[config.mk]
export PLATFORM = sky130hd
export DESIGN_NAME = operand_stack_flat
export DESIGN_NICKNAME = d
export VERILOG_FILES = /design/src/rtl/operand_stack_if.sv /design/src/rtl/operand_stack.sv /design/src/flat_wrapper.sv
export SDC_FILE = /design/constraint.sdc
export NUM_CORES = 1
export LEC_CHECK = 0
export ABC_CLOCK_PERIOD_IN_PS = 9190
export CAP_MARGIN = 40
export CORE_AREA = 10 10 337 339
export CTS_CLUSTER_DIAMETER = 80
export DETAILED_ROUTE_END_ITERATION = 10
export DIE_AREA = 0 0 347 349
export GPL_ROUTABILITY_DRIVEN = 1
export PLACE_DENSITY_LB_ADDON = 0.2
export SYNTH_ARGS = -nofsm -noshare
export SYNTH_HDL_FRONTEND = slang
export SYNTH_SLANG_ARGS = --single-unit
[constraint.sdc]
create_clock -name CLK -period 9.19 [get_ports CLK]
set_input_delay 2.2975 -clock CLK [delete_from_list [all_inputs] [get_ports CLK]]
set_output_delay 2.2975 -clock CLK [all_outputs]
set_load 0.02 [all_outputs]
[src/rtl/operand_stack_if.sv]
// operand_stack_if: request/response bundle of the operand stack.
// The master side (datapath or bench) issues clr/push/pop/d and the peek
// index; the slave side (the stack) returns TOS/NOS, occupancy, the sticky
// error flag and the peeked storage word.
`timescale 1ns/1ps

interface operand_stack_if #(
    parameter int WIDTH = 32,
    parameter int DEPTH = 16
);
    localparam int CNT_W = $clog2(DEPTH + 1);
    localparam int IDX_W = $clog2(DEPTH);

    logic             clr;
    logic             push;
    logic [1:0]       pop;
    logic [WIDTH-1:0] d;
    logic [WIDTH-1:0] tos;
    logic [WIDTH-1:0] nos;
    logic [CNT_W-1:0] count;
    logic             empty;
    logic             full;
    logic             err;
    logic [IDX_W-1:0] peek_idx;
    logic [WIDTH-1:0] peek_data;

    modport master (
        output clr, push, pop, d, peek_idx,
        input  tos, nos, count, empty, full, err, peek_data
    );

    modport slave (
        input  clr, push, pop, d, peek_idx,
        output tos, nos, count, empty, full, err, peek_data
    );
endinterface

[src/rtl/operand_stack.sv]
// operand_stack: parametrised LIFO operand stack for the stack-machine
// datapath. A single edge pops 0, 1 or 2 entries and optionally pushes one
// result, so "pop a, pop b, push a+b" retires in one cycle. Requests that
// would underflow, overflow or use pop=3 are rejected whole and set a
// sticky error flag.
//
// Optional feature macro: OPSTACK_CLR_ON_POP_EN
//   defined   - vacated slots are zeroed on pop and clr zeroes all storage
//   undefined - vacated slots keep stale data (visible only via peek)
`timescale 1ns/1ps

module operand_stack #(
    parameter int WIDTH = 32,
    parameter int DEPTH = 16
) (
    input  logic            CLK,
    input  logic            RESET,
    operand_stack_if.slave  bus
);
    localparam int CNT_W = $clog2(DEPTH + 1);
    localparam int IDX_W = $clog2(DEPTH);

    logic [WIDTH-1:0] storage [DEPTH];
    logic [CNT_W-1:0] count_q;
    logic             err_q;

    logic             active;
    logic             legal;
    logic [CNT_W-1:0] count_next;
    logic [DEPTH-1:0] wr_en;
    logic [WIDTH-1:0] wr_data [DEPTH];

    // Request decode: legality, next occupancy and per-slot write enables.
    // NOTE: every output of an always_comb gets a default first, so no path
    // leaves a value held and no latch is inferred.
    always_comb begin : decode
        int cnt_i;
        int pop_i;
        int push_i;
        int base;

        cnt_i  = int'(count_q);
        pop_i  = int'(bus.pop);
        push_i = int'(bus.push);
        base   = cnt_i - pop_i;

        active     = bus.push || (bus.pop != 2'd0);
        legal      = (pop_i <= 2) && (pop_i <= cnt_i) && (cnt_i - pop_i + push_i <= DEPTH);
        count_next = CNT_W'(cnt_i - pop_i + push_i);

        for (int i = 0; i < DEPTH; i++) begin
            wr_en[i]   = 1'b0;
            wr_data[i] = '0;
        end

        if (bus.clr) begin
`ifdef OPSTACK_CLR_ON_POP_EN
            // Flush wipes the whole array.
            for (int i = 0; i < DEPTH; i++) begin
                wr_en[i] = 1'b1;
            end
`endif
        end else if (active && legal) begin
            for (int i = 0; i < DEPTH; i++) begin
                if (bus.push && (i == base)) begin
                    // The pushed word lands in the lowest slot freed by the pop.
                    wr_en[i]   = 1'b1;
                    wr_data[i] = bus.d;
                end
`ifdef OPSTACK_CLR_ON_POP_EN
                else if ((i >= base) && (i < cnt_i)) begin
                    // Vacated and not re-filled by the push: scrub it.
                    wr_en[i] = 1'b1;
                end
`endif
            end
        end
    end

    // Stack pointer and sticky error flag; clr outranks any request.
    // NOTE: sequential state uses non-blocking assignments so every register
    // samples the pre-edge values regardless of statement order.
    always_ff @(posedge CLK or negedge RESET) begin
        if (!RESET) begin
            count_q <= '0;
            err_q   <= 1'b0;
        end else if (bus.clr) begin
            count_q <= '0;
            err_q   <= 1'b0;
        end else if (active) begin
            if (legal) begin
                count_q <= count_next;
            end else begin
                err_q <= 1'b1;
            end
        end
    end

    // Storage array writes driven by the decoded per-slot enables.
    // NOTE: the array is reset because its contents are architecturally
    // visible on peek_data; a storage array that is never observed before
    // being written would normally be left without reset.
    always_ff @(posedge CLK or negedge RESET) begin
        if (!RESET) begin
            for (int i = 0; i < DEPTH; i++) begin
                storage[i] <= '0;
            end
        end else begin
            for (int i = 0; i < DEPTH; i++) begin
                if (wr_en[i]) begin
                    storage[i] <= wr_data[i];
                end
            end
        end
    end

    // Operand fetch: TOS/NOS read from the registered pointer, 0 when absent.
    always_comb begin : fetch
        int c;
        c       = int'(count_q);
        bus.tos = '0;
        bus.nos = '0;
        if (c >= 1) begin
            bus.tos = storage[IDX_W'(c - 1)];
        end
        if (c >= 2) begin
            bus.nos = storage[IDX_W'(c - 2)];
        end
    end

    // Raw storage peek; indices beyond the array read as 0.
    always_comb begin
        bus.peek_data = '0;
        if (int'(bus.peek_idx) < DEPTH) begin
            bus.peek_data = storage[bus.peek_idx];
        end
    end

    assign bus.count = count_q;
    assign bus.err   = err_q;
    assign bus.empty = (count_q == '0);
    assign bus.full  = (count_q == CNT_W'(DEPTH));
endmodule

[src/flat_wrapper.sv]
// flat-port wrapper written by rule: the top's interface ports become plain ports
module operand_stack_flat 
#(
    parameter int WIDTH = 32,
    parameter int DEPTH = 16
)
  (CLK, RESET, bus_clr, bus_push, bus_pop, bus_d, bus_peek_idx, bus_tos, bus_nos, bus_count, bus_empty, bus_full, bus_err, bus_peek_data);
  operand_stack_if #(.WIDTH(WIDTH), .DEPTH(DEPTH)) bus_i ();
  input  logic CLK;
  input  logic RESET;
  input wire logic [$bits(bus_i.clr)-1:0] bus_clr;
  input wire logic [$bits(bus_i.push)-1:0] bus_push;
  input wire logic [$bits(bus_i.pop)-1:0] bus_pop;
  input wire logic [$bits(bus_i.d)-1:0] bus_d;
  input wire logic [$bits(bus_i.peek_idx)-1:0] bus_peek_idx;
  output wire logic [$bits(bus_i.tos)-1:0] bus_tos;
  output wire logic [$bits(bus_i.nos)-1:0] bus_nos;
  output wire logic [$bits(bus_i.count)-1:0] bus_count;
  output wire logic [$bits(bus_i.empty)-1:0] bus_empty;
  output wire logic [$bits(bus_i.full)-1:0] bus_full;
  output wire logic [$bits(bus_i.err)-1:0] bus_err;
  output wire logic [$bits(bus_i.peek_data)-1:0] bus_peek_data;
  assign bus_i.clr = bus_clr;
  assign bus_i.push = bus_push;
  assign bus_i.pop = bus_pop;
  assign bus_i.d = bus_d;
  assign bus_i.peek_idx = bus_peek_idx;
  assign bus_tos = bus_i.tos;
  assign bus_nos = bus_i.nos;
  assign bus_count = bus_i.count;
  assign bus_empty = bus_i.empty;
  assign bus_full = bus_i.full;
  assign bus_err = bus_i.err;
  assign bus_peek_data = bus_i.peek_data;
  operand_stack #(.WIDTH(WIDTH), .DEPTH(DEPTH)) u_core (.CLK(CLK), .RESET(RESET), .bus(bus_i));
endmodule
==> summary by stage <==
Floorplanning
The die is 347 µm wide. The die covers 121100 µm². The floorplan step set the die height to 349 µm. The starting utilization of the core area is 0.2985.

The floorplan has 120 rows. The total area inside the core boundary comes to 106600 µm². For this design the top-level I/O count stands at 146.

Clock network
The number of buffers on the longest clock path is 3. The number of H-tree levels is 3. Hold repair after CTS inserted 0 buffers. The source-to-sink clock delay at the later pin of the worst-skew pair is 630 ps. The post-CTS setup buffer count is 0. The CTS tree is built. The total clock buffers created by CTS is 70. The number of gates resized after CTS was 0.

The tree is rooted in a sky130_fd_sc_hd__clkbuf_16. The number of clock sinks is 518. Clock-pin slew was measured on the worst setup and hold paths at 50 ps.

Timing
Setup repair after global routing left no endpoint under its margin. Dividing the final minimum period by the clock period gives 0.8563. Setup violations remaining at the end of the flow were counted as 0. The post-route setup TNS is 0 ps. The fmax is 0.1271 GHz. For the finished layout, the period the worst path requires is 7870 ps. For the pin with the worst max-slew slack, the measured transition is 1059 ps. The remaining max-slew budget at the tightest pin is 0.2942.

The worst-case clock skew is 29.90 ps. The total count of hold-check failures in the final report came to 0. The number of max-slew violations in the final report came to 0.

GRT
For this run the aggregate overflow at the end of global routing stands at 0. In the global route stage, overall resource usage came out at 0.1743. The global-route wire length before repair is 158.2 mm. The initial antenna violation count came to 4. The via count of the first global-routing pass is 22020.

The maximum number of pins on one net before global-route repair is 172.

Setup path
The critical path goes through clkdlybuf4s50_1 -> ha_1 -> inv_1 -> fa_1 -> ha_1 -> inv_1 -> or4_1 -> ha_1 -> nand2_1 -> nor4_1 -> nand4_1 -> a221oi_2 -> o2111ai_1 -> or3_2 -> buf_4 -> mux2_1. The dominant cell type by count on the critical path is sky130_fd_sc_hd__ha_1. The type of the worst setup path is in2reg. STA classifies the critical path endpoint as a register. The largest single stage delay on the critical path is 920 ps.

The critical path contains buffers and inverters numbering 4 combined. Along the worst path, the maximum fanout reaches 18. The family with the most delay on the worst path is simple AND/OR/NAND/NOR gates. STA classifies the critical path startpoint as an input port. At the worst endpoint, the arrival time is 8350 ps. The cell with the largest stage delay on the worst path is sky130_fd_sc_hd__fa_1. For the worst setup path, the data required time is 9670 ps.

Cells and area
After routing the design area is 37440 µm². In the final layout, the share of cells above drive strength 1 is 0.5280. From synthesis to final layout, the design area changed by 17.67%. The net count of the finished layout is 2117.

Routing
The post-route DRC violation count is 0. The detailed-routing iteration count for the pre-antenna-repair pass is 5. The count of nets left with antenna violations once routing finished came out at 0.

Wires add up to 106.4 mm. The number of DRC violations after detailed-routing iteration 0 is 1712. In the routed layout, each cell is associated on average with a via count of 5.862. In the final routed layout, each cell accounts on average for 30.28 µm. The total vias in the final route is 20600.

Placement
The number of port buffers is 145. The post-detailed-placement cell area is 35180 µm². Detailed placement ended at an HPWL of 63.35 mm. The congestion estimate from routability-driven global placement came to 0.7979.

Synth
Of the total synthesized cell area, the portion taken by full adders, half adders and majority gates is 0.007708. The synthesized-area fraction occupied by ao, oa, aoi and oai cells was 0.02017. The commonest cells after synthesis are 518 x sky130_fd_sc_hd__dfrtp_1, 448 x sky130_fd_sc_hd__mux4_2, 445 x sky130_fd_sc_hd__mux2_2, 119 x sky130_fd_sc_hd__clkbuf_1, 67 x sky130_fd_sc_hd__mux2_1. After synthesis, the largest family of logic cells by area is multiplexers. The synthesized netlist contains 42 unique library cells.

The total nets after synthesis is 2035. sky130_fd_sc_hd__dfrtp_1 is the most common cell in the netlist. The number of synthesized flops with an enable pin is 0.

Of the total synthesized cell area, the portion taken by AND, OR, NAND and NOR gates is 0.02344. For this run, the number of Yosys warnings is 0. The average cell area after synthesis is 16.12 µm². The gate count after technology mapping is 1974.

In the post-synthesis netlist, the biggest area contributors are sky130_fd_sc_hd__dfrtp_1 41%, sky130_fd_sc_hd__mux4_2 32%, sky130_fd_sc_hd__mux2_2 16%, sky130_fd_sc_hd__mux2_1 2.4%, sky130_fd_sc_hd__a211oi_1 1.5%. After synthesis, the share of cell area in mux cells is 0.5097. The mapped netlist covers 31820 µm². Of the total synthesized cell area, the portion taken by XOR and XNOR cells is 0.002438.

The most used flip-flop cell after synthesis is sky130_fd_sc_hd__dfrtp_1. The post-synthesis sequential area ratio is 0.4074. The share of flip-flops with an asynchronous set or reset after synthesis is 1.000. The largest area contributor in the synthesized netlist is sky130_fd_sc_hd__dfrtp_1. In this run, synthesis produced a sequential element count of 518. The fraction of synthesized cell area taken by the top area cell type is 0.4074.

Power and ir drop
The total power divided by cell area is 318.6 nW/µm². The logic gate share of total power is 0.484. The standby leakage power is 15.66 nW. In this run the power spent charging and discharging nets is 4.876 mW. Across the VDD grid, the largest voltage drop is 0.3355 mV.

The share of total power dissipated in the clock network is 0.226. The internal power of the cells totals 7.051 mW. The power share of the sequential group is 0.290. The switching part of the total is 0.4088.

Run
The number of maximum-capacitance constraint violations is 0.

Worst hold path
The class of the worst hold path is reg2reg.

Run status
The flow ran to the end, and the final reports show no timing, DRC or antenna violations.
==> layout make-up <==
| class | count | area (µm²) |
|---|---|---|
| fill | 10100 | 69170 |
| multi-input combinational | 1236 | 18090 |
| sequential | 518 | 12970 |
| timing repair buffer | 220 | 2331 |
| clock buffer | 99 | 1991 |
| tap | 1403 | 1755 |
| clock inverter | 27 | 264.0 |
| inverter | 10 | 37.54 |
| antenna | 1 | 2.502 |
==> layout by cell type (no fill, tap or decap), types with 4 or more instances in the layout <==
cell type                         count
sky130_fd_sc_hd__dfrtp_1            516
sky130_fd_sc_hd__mux4_2             448
sky130_fd_sc_hd__mux2_2             445
sky130_fd_sc_hd__clkdlybuf4s50_1    140
sky130_fd_sc_hd__clkbuf_16           70
sky130_fd_sc_hd__mux2_1              67
sky130_fd_sc_hd__nor2b_1             65
sky130_fd_sc_hd__a211oi_1            64
sky130_fd_sc_hd__buf_4               54
sky130_fd_sc_hd__mux2i_1             36
sky130_fd_sc_hd__buf_12              17
sky130_fd_sc_hd__ha_1                16
sky130_fd_sc_hd__clkbuf_1            16
sky130_fd_sc_hd__clkinv_2            15
sky130_fd_sc_hd__clkbuf_8            13
sky130_fd_sc_hd__nand2_1             12
sky130_fd_sc_hd__nor2_1              12
sky130_fd_sc_hd__inv_1               10
sky130_fd_sc_hd__nor2_4               6
sky130_fd_sc_hd__or2_2                5
sky130_fd_sc_hd__buf_16               5
sky130_fd_sc_hd__nor4_1               4
sky130_fd_sc_hd__nor3_2               4
sky130_fd_sc_hd__or4_1                4
sky130_fd_sc_hd__o211ai_1             4
sky130_fd_sc_hd__nor4b_1              4
==> power by group through the flow <==
stage | registers (mW) | clock network, mW | logic, mW
4_1_cts | 3.44 | 2.78 | 5.89
3_3_place_gp | 3.42 | 0 | 5.80
2_1_floorplan | 3.20 | 0 | 3.68
6_report | 3.46 | 2.70 | 5.78
3_5_place_dp | 3.47 | 0 | 5.87
5_1_grt | 3.54 | 2.88 | 6.13
==> state kept, by name, summed over array words and instances (netlist names) <==
name	flops
u_core.storage	512
u_core.bus.count	5
u_core.bus.err	1
==> stage by stage <==
step                cells  setup WS, ps  utilization  power (mW)  hold slack, ps
global route         3514          1017       0.3512       12.54           552.8
CTS                  3513          1404       0.3512       12.10           513.4
finish               3514          1320       0.3512       11.93           500.5
floorplan            1974          2454            -       6.876           487.8
detailed placement   3387         758.9       0.3300       9.336           500.2
global placement     3378         819.6       0.3280       9.216           492.0
==> worst reg2reg max path, stage by stage, from the launching register on <==
cell and delay (ps):
sky130_fd_sc_hd__dfrtp_4 690, sky130_fd_sc_hd__inv_1 300, sky130_fd_sc_hd__ha_1 220, sky130_fd_sc_hd__inv_1 60, sky130_fd_sc_hd__fa_1 920, sky130_fd_sc_hd__ha_1 410
sky130_fd_sc_hd__inv_1 140, sky130_fd_sc_hd__or4_1 600, sky130_fd_sc_hd__ha_1 320, sky130_fd_sc_hd__nand2_1 60, sky130_fd_sc_hd__nor4_1 240, sky130_fd_sc_hd__nand4_1 200
sky130_fd_sc_hd__a221oi_2 400, sky130_fd_sc_hd__o2111ai_1 440, sky130_fd_sc_hd__or3_2 850, sky130_fd_sc_hd__buf_4 390, sky130_fd_sc_hd__mux2_1 360
==> final timing paths <==
path	from	endpoint	slack (ps)	cells after the start
worst max register to register	u_core.bus.count[0]$_DFFE_PN0P_	u_core.storage[458]$_DFFE_PN0P_	2480	16
worst min-delay path	u_core.bus.err$_DFFE_PN0P_	u_core.bus.err$_DFFE_PN0P_	500	2
worst max-delay path	bus_pop[0]	u_core.storage[458]$_DFFE_PN0P_	1320	16
worst min register to register	u_core.bus.err$_DFFE_PN0P_	u_core.bus.err$_DFFE_PN0P_	500	2
max in group asynchronous	RESET	u_core.storage[304]$_DFFE_PN0P_	6180	2
min in group asynchronous	RESET	u_core.storage[418]$_DFFE_PN0P_	1610	1
==> cells by family (layout without fill, tap and decap cells) <==
group                      count (synthesis)  in the layout
AOI/OAI and AO/OA                         85             85
xor gates and xnor gates                   8              8
adders and majority gates                 19             19
buffers and inverters                    220            356
DFF                                      518            518
muxes                                    996            996
other                                      0              1
and+or+nand+nor                          128            128
==> per-layer routing <==
layer	wire length, µm	vias up	global-route usage
met5	38	-	0
met4	3514	6	0.05924
li1	-	8169	-
met1	44700	11380	0.2260
met2	51830	837	0.2875
met3	6321	207	0.03726
No activity file was read; power rests on OpenSTA's default activity.
